`config.mk`:
```
export PLATFORM = sky130hd
export DESIGN_NAME = ex_mdu_flat
export DESIGN_NICKNAME = d
export VERILOG_FILES = /design/src/rtl/ex_mdu_if.sv /design/src/rtl/ex_mdu.sv /design/src/flat_wrapper.sv
export SDC_FILE = /design/constraint.sdc
export NUM_CORES = 1
export LEC_CHECK = 0
export BUFFER_PORTS_ARGS = -buffer_cell sky130_fd_sc_hd__buf_4
export CAP_MARGIN = 30
export CORE_AREA = 2 2 205 146
export CTS_BUF_LIST = sky130_fd_sc_hd__clkbuf_4 sky130_fd_sc_hd__clkbuf_8
export CTS_CLUSTER_DIAMETER = 100
export DETAILED_ROUTE_END_ITERATION = 10
export DIE_AREA = 0 0 207 148
export SLEW_MARGIN = 20
export SYNTH_ARGS = -nofsm -noshare
export SYNTH_HDL_FRONTEND = slang
export SYNTH_SLANG_ARGS = --single-unit
```
`constraint.sdc`:
```
create_clock -name clk -period 5.6 [get_ports clk]
set_clock_uncertainty 0.15 [all_clocks]
set_input_delay 0 -clock clk [delete_from_list [all_inputs] [get_ports clk]]
set_output_delay 0 -clock clk [all_outputs]
set_load 0.01 [all_outputs]
```
`src/rtl/ex_mdu_if.sv`:
```
// Handshake/result bundle between the EX stage and the iterative multiply/divide unit.
interface ex_mdu_if;
  logic        start;
  logic [2:0]  op;
  logic [31:0] a;
  logic [31:0] b;
  logic        rd_hilo;
  logic        flush;
  logic        busy;
  logic        stall_o;
  logic        done;
  logic [31:0] hi_o;
  logic [31:0] lo_o;

  modport master (
    output start, op, a, b, rd_hilo, flush,
    input  busy, stall_o, done, hi_o, lo_o
  );

  modport slave (
    input  start, op, a, b, rd_hilo, flush,
    output busy, stall_o, done, hi_o, lo_o
  );
endinterface

```
`src/rtl/ex_mdu.sv`:
```
// Iterative 32x32 multiply / restoring divide unit holding architectural HI/LO.
// Define MDU_DIV_EN to build the DIV/DIVU datapath; otherwise divides are no-ops.
module ex_mdu (
  input  logic    clk,
  input  logic    rst,
  ex_mdu_if.slave bus
);

  localparam logic [2:0] OP_MULT  = 3'b000;
  localparam logic [2:0] OP_MULTU = 3'b001;
  localparam logic [2:0] OP_DIV   = 3'b010;
  localparam logic [2:0] OP_DIVU  = 3'b011;
  localparam logic [2:0] OP_MTHI  = 3'b100;
  localparam logic [2:0] OP_MTLO  = 3'b101;

  typedef enum logic [1:0] {IDLE, RUN, FIX} state_e;

  state_e      state_q;
  logic [4:0]  cnt_q;
  logic [63:0] acc_q;
  logic [31:0] mcand_q;
  logic        neg_q;
  logic [31:0] hi_q;
  logic [31:0] lo_q;
  logic        done_q;

  logic        signedOp;
  logic [31:0] magA;
  logic [31:0] magB;
  logic        accept;
  logic [32:0] mulSum;
  logic [63:0] mulAcc_d;
  logic [63:0] mulRes;

  assign signedOp = (bus.op == OP_MULT) || (bus.op == OP_DIV);
  assign magA     = (signedOp && bus.a[31]) ? (32'd0 - bus.a) : bus.a;
  assign magB     = (signedOp && bus.b[31]) ? (32'd0 - bus.b) : bus.b;
  assign accept   = bus.start && !bus.stall_o && !bus.flush;

  // Shift-add: the multiplier sits in the low half and is consumed LSB first.
  assign mulSum   = {1'b0, acc_q[63:32]} + {1'b0, (acc_q[0] ? mcand_q : 32'd0)};
  assign mulAcc_d = {mulSum, acc_q[31:1]};
  assign mulRes   = neg_q ? (64'd0 - acc_q) : acc_q;

`ifdef MDU_DIV_EN
  logic        isDiv_q;
  logic        negR_q;
  logic [32:0] rem_q;
  logic [33:0] trial;
  logic [33:0] diff;
  logic        ge;
  logic [32:0] rem_d;
  logic [63:0] divAcc_d;
  logic [31:0] divLo;
  logic [31:0] divHi;

  // Restoring step: dividend bits shift out of acc_q[31] while quotient bits shift in.
  assign trial    = {rem_q, acc_q[31]};
  assign diff     = trial - {2'b00, mcand_q};
  assign ge       = ~diff[33];
  assign rem_d    = ge ? diff[32:0] : trial[32:0];
  assign divAcc_d = {acc_q[63:32], acc_q[30:0], ge};
  assign divLo    = neg_q ? (32'd0 - acc_q[31:0]) : acc_q[31:0];
  assign divHi    = negR_q ? (32'd0 - rem_q[31:0]) : rem_q[31:0];
`endif

  always_ff @(posedge clk) begin
    if (rst) begin
      state_q <= IDLE;
      cnt_q   <= 5'd0;
      acc_q   <= 64'd0;
      mcand_q <= 32'd0;
      neg_q   <= 1'b0;
      hi_q    <= 32'd0;
      lo_q    <= 32'd0;
      done_q  <= 1'b0;
`ifdef MDU_DIV_EN
      isDiv_q <= 1'b0;
      negR_q  <= 1'b0;
      rem_q   <= 33'd0;
`endif
    end else begin
      done_q <= 1'b0;
      case (state_q)
        IDLE: begin
          if (accept) begin
            case (bus.op)
              OP_MTHI: hi_q <= bus.a;
              OP_MTLO: lo_q <= bus.a;
              OP_MULT, OP_MULTU: begin
                state_q <= RUN;
                cnt_q   <= 5'd0;
                acc_q   <= {32'd0, magB};
                mcand_q <= magA;
                neg_q   <= signedOp & (bus.a[31] ^ bus.b[31]);
`ifdef MDU_DIV_EN
                isDiv_q <= 1'b0;
                negR_q  <= 1'b0;
`endif
              end
`ifdef MDU_DIV_EN
              OP_DIV, OP_DIVU: begin
                state_q <= RUN;
                cnt_q   <= 5'd0;
                acc_q   <= {32'd0, magA};
                mcand_q <= magB;
                rem_q   <= 33'd0;
                isDiv_q <= 1'b1;
                // A zero divisor yields an all-ones quotient and |a| remainder; restoring
                // the dividend's sign on HI alone reproduces the raw operand.
                neg_q   <= signedOp & (bus.a[31] ^ bus.b[31]) & (bus.b != 32'd0);
                negR_q  <= signedOp & bus.a[31];
              end
`endif
              default: ;
            endcase
          end
        end
        RUN: begin
          if (bus.flush) begin
            state_q <= IDLE;
          end else begin
            cnt_q <= cnt_q + 5'd1;
`ifdef MDU_DIV_EN
            acc_q <= isDiv_q ? divAcc_d : mulAcc_d;
            if (isDiv_q) rem_q <= rem_d;
`else
            acc_q <= mulAcc_d;
`endif
            if (cnt_q == 5'd31) state_q <= FIX;
          end
        end
        FIX: begin
          state_q <= IDLE;
          if (!bus.flush) begin
            done_q <= 1'b1;
`ifdef MDU_DIV_EN
            if (isDiv_q) begin
              hi_q <= divHi;
              lo_q <= divLo;
            end else begin
              hi_q <= mulRes[63:32];
              lo_q <= mulRes[31:0];
            end
`else
            hi_q <= mulRes[63:32];
            lo_q <= mulRes[31:0];
`endif
          end
        end
        default: state_q <= IDLE;
      endcase
    end
  end

  assign bus.busy    = (state_q != IDLE);
  assign bus.stall_o = bus.busy & (bus.start | bus.rd_hilo);
  assign bus.done    = done_q;
  assign bus.hi_o    = hi_q;
  assign bus.lo_o    = lo_q;

endmodule

```
`src/flat_wrapper.sv`:
```
// flat-port wrapper written by rule: the top's interface ports become plain ports
module ex_mdu_flat 
  (clk, rst, bus_start, bus_op, bus_a, bus_b, bus_rd_hilo, bus_flush, bus_busy, bus_stall_o, bus_done, bus_hi_o, bus_lo_o);
  ex_mdu_if bus_i ();
  input  logic clk;
  input  logic rst;
  input wire logic [$bits(bus_i.start)-1:0] bus_start;
  input wire logic [$bits(bus_i.op)-1:0] bus_op;
  input wire logic [$bits(bus_i.a)-1:0] bus_a;
  input wire logic [$bits(bus_i.b)-1:0] bus_b;
  input wire logic [$bits(bus_i.rd_hilo)-1:0] bus_rd_hilo;
  input wire logic [$bits(bus_i.flush)-1:0] bus_flush;
  output wire logic [$bits(bus_i.busy)-1:0] bus_busy;
  output wire logic [$bits(bus_i.stall_o)-1:0] bus_stall_o;
  output wire logic [$bits(bus_i.done)-1:0] bus_done;
  output wire logic [$bits(bus_i.hi_o)-1:0] bus_hi_o;
  output wire logic [$bits(bus_i.lo_o)-1:0] bus_lo_o;
  assign bus_i.start = bus_start;
  assign bus_i.op = bus_op;
  assign bus_i.a = bus_a;
  assign bus_i.b = bus_b;
  assign bus_i.rd_hilo = bus_rd_hilo;
  assign bus_i.flush = bus_flush;
  assign bus_busy = bus_i.busy;
  assign bus_stall_o = bus_i.stall_o;
  assign bus_done = bus_i.done;
  assign bus_hi_o = bus_i.hi_o;
  assign bus_lo_o = bus_i.lo_o;
  ex_mdu u_core (.clk(clk), .rst(rst), .bus(bus_i));
endmodule
```
==> run metrics, run 1 <==
Setup Buffers After CTS=0; switch share=0.299; fraction of final layout cells sized beyond drive strength 1=0.130; RSZ-0062 raised after global routing=no; Int Power=~1900 uW; PortBufs=138; worst IR drop on VDD=around 0.13 mV; CP arrival=around 4.4 ns; setup TNS=0 ns; Worst Max-Slew Pin Slew=between 0.9 and 1 ns; crit share post-route=0.740; post-route cell area=between 10000 and 15000 um^2; post-synthesis register bit count=about 170; GRT Util Overall=0.288; final design utilization=0.499; number of global-route vias before repair=~11000; cts-stage hold buffer count=around 120; Final nets=around 1800; Core Region=between 20000 and 30000 um^2; Vias per Instance=5.95; DRT antenna net count=0; Clk pwr share=0.374; clk slew on worst S/H paths=0.11 ns; CTS sink count=169; ys flop type=dfxtp_1; required time of the critical path=slightly below 6 ns; Crit Path Class=primary input to flip-flop; Startpoint Class=primary input; fmax=roughly 240 MHz; DR WL/cell=approximately 21 um; status=finished clean; Clock Path Buffers=2; CTS resizes=0; DR pass1 iterations=5; final setup vio count=0; hold_sp=bus_op[0]; Switch Pwr=just over 800 uW; Worst Setup End Kind=flip-flop; total grt overflow=0; Synth cell types=approximately 70; root buffer cell=clkbuf_8; CTS tree=built; synthesis-to-finish area growth=25.9%; worst r2r src=u_core.acc_q[7]; worst hold margin=0.103 ns; ys async rst share=0; minimum clock period=about 4.1 ns; I/O pin count=roughly 140; Comb power frac=0.164; Synthesized Nets=1610; Die Height=148 um; die area=a little over 30000 um^2; HPWL after DPL=~33 mm; Filler cells=between 2000 and 3000; diodes inserted=0; placed cell areas=roughly 13000 um^2; initial antenna violation count=0; synthesized area=about 11000 um^2; worst skew pair latency=approximately 0.49 ns; WL final=44.4 mm; Mean Syn Cell Area=7.57 um^2; H-tree depth=4; leakage power=around 0.0057 uW; worst hold path type=primary input to flip-flop; sequential share of the synthesized area=0.298; Synthesis Warnings=0; num rows=between 50 and 60; Post-synth EDFFs=0; post-route DRC violation count=0; Final Max Tran Viols=0; first-pass GRT wire length=approximately 69 mm; DIE WIDTH=slightly above 200 um; largest net degree at the start of global routing=66; register share of total power=0.462; Crit. Startpoint=bus_b[11]; Synth Instances=1500; Pwr per Cell Area=between 150 and 200 nW/um^2; max-cap viol count=0; final number of hold-violating endpoints=0; initial DRC count=1161; initial core utilization=0.397; Placer Congestion=a little over 0.9; power after layout=roughly 2700 uW; crit path max fanout=6; Slew headroom=0.346; vias after detailed routing=approximately 12000; Num CTS Buffers=17
[layout by cell type (no fill, tap or decap), types with 5 or more instances in the layout]
cell	instances
a31oi_1	19
o21a_1	6
nand3b_1	5
o21ai_0	82
nor2_1	160
a211o_1	7
o22ai_1	19
o41ai_1	21
buf_4	155
nand2b_1	8
and3_1	24
or3_1	30
nor4_1	17
or2_2	11
xor2_1	68
xnor2_1	63
nor3_1	34
o21bai_1	5
ha_1	37
o211ai_1	7
inv_1	29
a211oi_1	52
a32o_1	8
clkbuf_8	19
nand2_1	138
nand3_1	36
dfxtp_1	167
dlygate4sd3_1	116
and2_1	36
nand4_1	11
a22oi_1	18
a21o_1	23
o31ai_1	28
a21oi_1	142
or4_1	8
o221ai_1	7
[worst paths after layout]
kind / end / slack (ns) / cells past startpoint
max: u_core.acc_q[23] / 1.46 / 11
min: u_core.bus.lo_o[20] / 0.10 / 5
max reg2reg: u_core.bus.hi_o[26] / 1.95 / 7
min reg2reg: u_core.mcand_q[0] / 0.30 / 2
[final cells by class]
class / count / area (um^2) / area share
Multi-Input combinational cell: 1200 / 7490 / 0.524
Sequential cell: 169 / 3390 / 0.237
Timing Repair Buffer: 274 / 2390 / 0.167
Tap cell: 378 / 473 / 0.0331
Clock buffer: 19 / 262 / 0.0183
Clock inverter: 13 / 178 / 0.0124
Inverter: 29 / 109 / 0.00762
[per-layer routing]
layer,part of all wire,GRT usage
met1,0.48,0.437
met2,0.39,0.396
met3,0.11,0.0771
met4,0.018,0.0729
met5,0,0
[Yosys cell counts (all sizes together) (36+ instances only)]
cell    instances  area [um^2]
dfxtp         169         3380
nor2          160          601
a21oi         142          711
nand2         138          518
clkbuf         90          338
o21ai          82          410
xor2           68          596
xnor2          63          552
a211oi         52          390
and2           38          238
ha             37          463
nand3          36          180
[power groups by stage]
stage	sequential [uW]	clock, uW	combinational (uW)
after CTS	1250	1020	432
after detailed placement	1270	0	361
final	1250	1010	443
after floorplan	1260	0	210
after global placement	1280	0	359
after global routing	1250	1070	478
[critical path, cell delays in order]
cell and delay (ns):
dlygate4sd3_1 0.54, buf_4 0.14, or4_1 0.57, nor4_1 0.59
nor4b_1 0.55, and2_0 0.43, a21oi_1 0.15, xnor2_1 0.17
dlygate4sd3_1 0.56, o22ai_1 0.08, dlygate4sd3_1 0.59
[state kept, by name, summed over array words and instances (netlist names)]
register / count
u_core.bus.done: 1
u_core.state_q: 2
u_core.bus.hi_o: 32
u_core.acc_q: 64
u_core.neg_q: 1
u_core.cnt_q: 5
u_core.mcand_q: 32
u_core.bus.lo_o: 32
[per-stage QoR]
| step | cells | setup slack (ns) |
|---|---|---|
| 3_3_place_gp | 1931 | 1.89 |
| 3_5_place_dp | 1932 | 2.01 |
| 6_report | 2082 | 1.46 |
| 5_1_grt | 2082 | 1.15 |
| 2_1_floorplan | 1500 | 2.46 |
| 4_1_cts | 2080 | 1.65 |
[kinds of logic (layout without fill, tap and decap cells)]
family                     Yosys count  after routing  share of synthesized area
AOI/OAI and AO/OA                  485            485                      0.279
xor gates and xnor gates           131            131                      0.101
adders and majority gates           38             38                     0.0425
buffers and inverters              131            335                     0.0446
DFF                                169            169                      0.298
muxes                                4              4                    0.00353
and+or+nand+nor                    542            542                      0.231
(Power assumes the default switching activity.)
==> run 2, diff against run 1 <==
- clock period: 5.6 -> 3.71 ns (I/O delays scaled with it)
==> run metrics, run 2 (synthesis results as in run 1) <==
commonest non-fill, non-tap cell in the layout=buf_4; minimum clock period=between 3 and 4 ns; cell mode on critical path=dlygate4sd3_1; vias after detailed routing=12500; Filler cells=between 2000 and 3000; setup TNS=0 ns; Crit-path slowest cell=dlygate4sd3_1; HPWL after DPL=33.4 mm; max FFs per register=64; GRT Util Overall=0.287; leakage power=0.00577 uW; area taken by multi-input logic gates=roughly 7500 um^2; most frequent cells in the layout=178 x buf_4, 168 x dfxtp_1, 160 x nor2_1; DRT antenna net count=0; I/O pin count=139; Core Region=roughly 29000 um^2; Setup Buffers After CTS=0; worst hold path type=primary input to flip-flop; CTS sink count=roughly 170; initial core utilization=0.397; CP arrival=3.73 ns; Placer Congestion=approximately 0.97; largest net degree at the start of global routing=between 60 and 70; Num CTS Buffers=17; RSZ-0062 raised after global routing=no; Final nets=about 1800; post-route DRC violation count=0; Reg with most FFs=u_core.acc_q; Slew headroom=0.384; Die Height=around 150 um; total grt overflow=0; die area=roughly 31000 um^2; crit path max fanout=6; Vias per Instance=5.97; delay-heaviest family, CP=buffers and inverters; first-pass GRT wire length=approximately 70 mm; Worst Setup End Kind=flip-flop; num rows=52; WL final=44.8 mm; max-cap viol count=0; diodes inserted=0; synthesis-to-finish area growth=26.0%; H-tree depth=4; Pwr per Cell Area=between 200 and 300 nW/um^2; fraction of final layout cells sized beyond drive strength 1=0.142; Clock Path Buffers=2; required time of the critical path=approximately 4 ns; CTS tree=built; final number of hold-violating endpoints=0; crit share post-route=0.930; PortBufs=roughly 140; DR WL/cell=~21 um; final design utilization=0.500; worst-path cell chain=dlygate4sd3_1 > buf_4 > nor4_1 > nor4b_1 > and2_0 > a311o_1 > nand3_1 > dlygate4sd3_1 > a21oi_1 > dlygate4sd3_1; clk slew on worst S/H paths=approximately 0.10 ns; DIE WIDTH=between 200 and 250 um; Final Max Tran Viols=0; Startpoint Class=primary input; DR pass1 iterations=5; worst skew pair latency=around 0.48 ns; FF/Latch Area=approximately 3400 um^2; root buffer cell=clkbuf_8; worst IR drop on VDD=between 0.2 and 0.25 mV; CP peak stage delay=between 0.5 and 0.6 ns; Worst Max-Slew Pin Slew=0.901 ns; initial DRC count=between 1000 and 1500; initial antenna violation count=0; number of global-route vias before repair=11600; Buf/Inv on CP=4; status=finished clean; final setup vio count=0; Crit Path Class=primary input to flip-flop; fmax=between 200 and 300 MHz
==> run 2: cell count changes in the layout (fill, tap and decap cells not counted), sizes merged <==
cell | previous run | this run
buf | 158 | 182
bufinv | 3 | 0
clkbuf | 19 | 22
clkinv | 3 | 4
dlygate4sd3 | 116 | 106
inv | 36 | 35
==> run 2: through the flow <==
stage                     total power (uW)  setup WS (ns)  instance area [um^2]  hold slack [ns]  std cells
final                                 3880          0.259                 14300           0.0871       2096
after global routing                  4020         0.0534                 14300           0.0865       2096
after CTS                             3870          0.216                 14300           0.0459       2094
after detailed placement              2480          0.406                 12800            0.167       1956
after global placement                2470          0.451                 12800            0.153       1954
after floorplan                       2220          0.568                 11400          -0.0154       1500
==> run 2: final timing paths <==
check,start,end,slack (ns),cells past startpoint
max,bus_b[13],u_core.acc_q[31],0.26,10
min,bus_op[2],u_core.bus.hi_o[5],0.09,5
max reg2reg,u_core.acc_q[7],u_core.bus.hi_o[2],0.31,8
min reg2reg,u_core.bus.lo_o[31],u_core.bus.lo_o[31],0.32,2
==> run 2: layout make-up <==
class | count | share of cell area
Timing Repair Buffer | 288 | 0.173
Tap cell | 378 | 0.0331
Sequential cell | 169 | 0.237
Clock inverter | 10 | 0.00577
Multi-Input combinational cell | 1200 | 0.524
Inverter | 29 | 0.00761
Clock buffer | 22 | 0.0203
==> run 2: per-layer routing <==
metal  vias to the layer above  GRT usage  part of all wire
li1                       5892          -                 -
met1                      5908      0.424              0.47
met2                       656      0.406              0.39
met3                        59     0.0875              0.12
met4                         0     0.0614             0.016
met5                         -          0                 0
==> run 2: worst reg2reg max path, delay by kind of cell, from the launching register on <==
kind                      cells  cell delay [ns]
DFF                           1             0.38
xor gates and xnor gates      1             0.17
and+or+nand+nor               4             1.73
buffers and inverters         1             0.22
AOI/OAI and AO/OA             2             0.66
==> run 2: where the power goes <==
group / switching, uW / total [uW] / internal [uW]
combinational: 378 / 670 / 292
clock: 778 / 1330 / 548
sequential: 38.8 / 1880 / 1840
total: 1200 / 3880 / 2680
==> run 2: timing repair <==
action / in CTS / in global routing
gates resized for setup: 0 / 1
setup endpoints to repair: 0 / 1
hold buffers: 106 / 0
hold endpoints to repair: 142 / 0
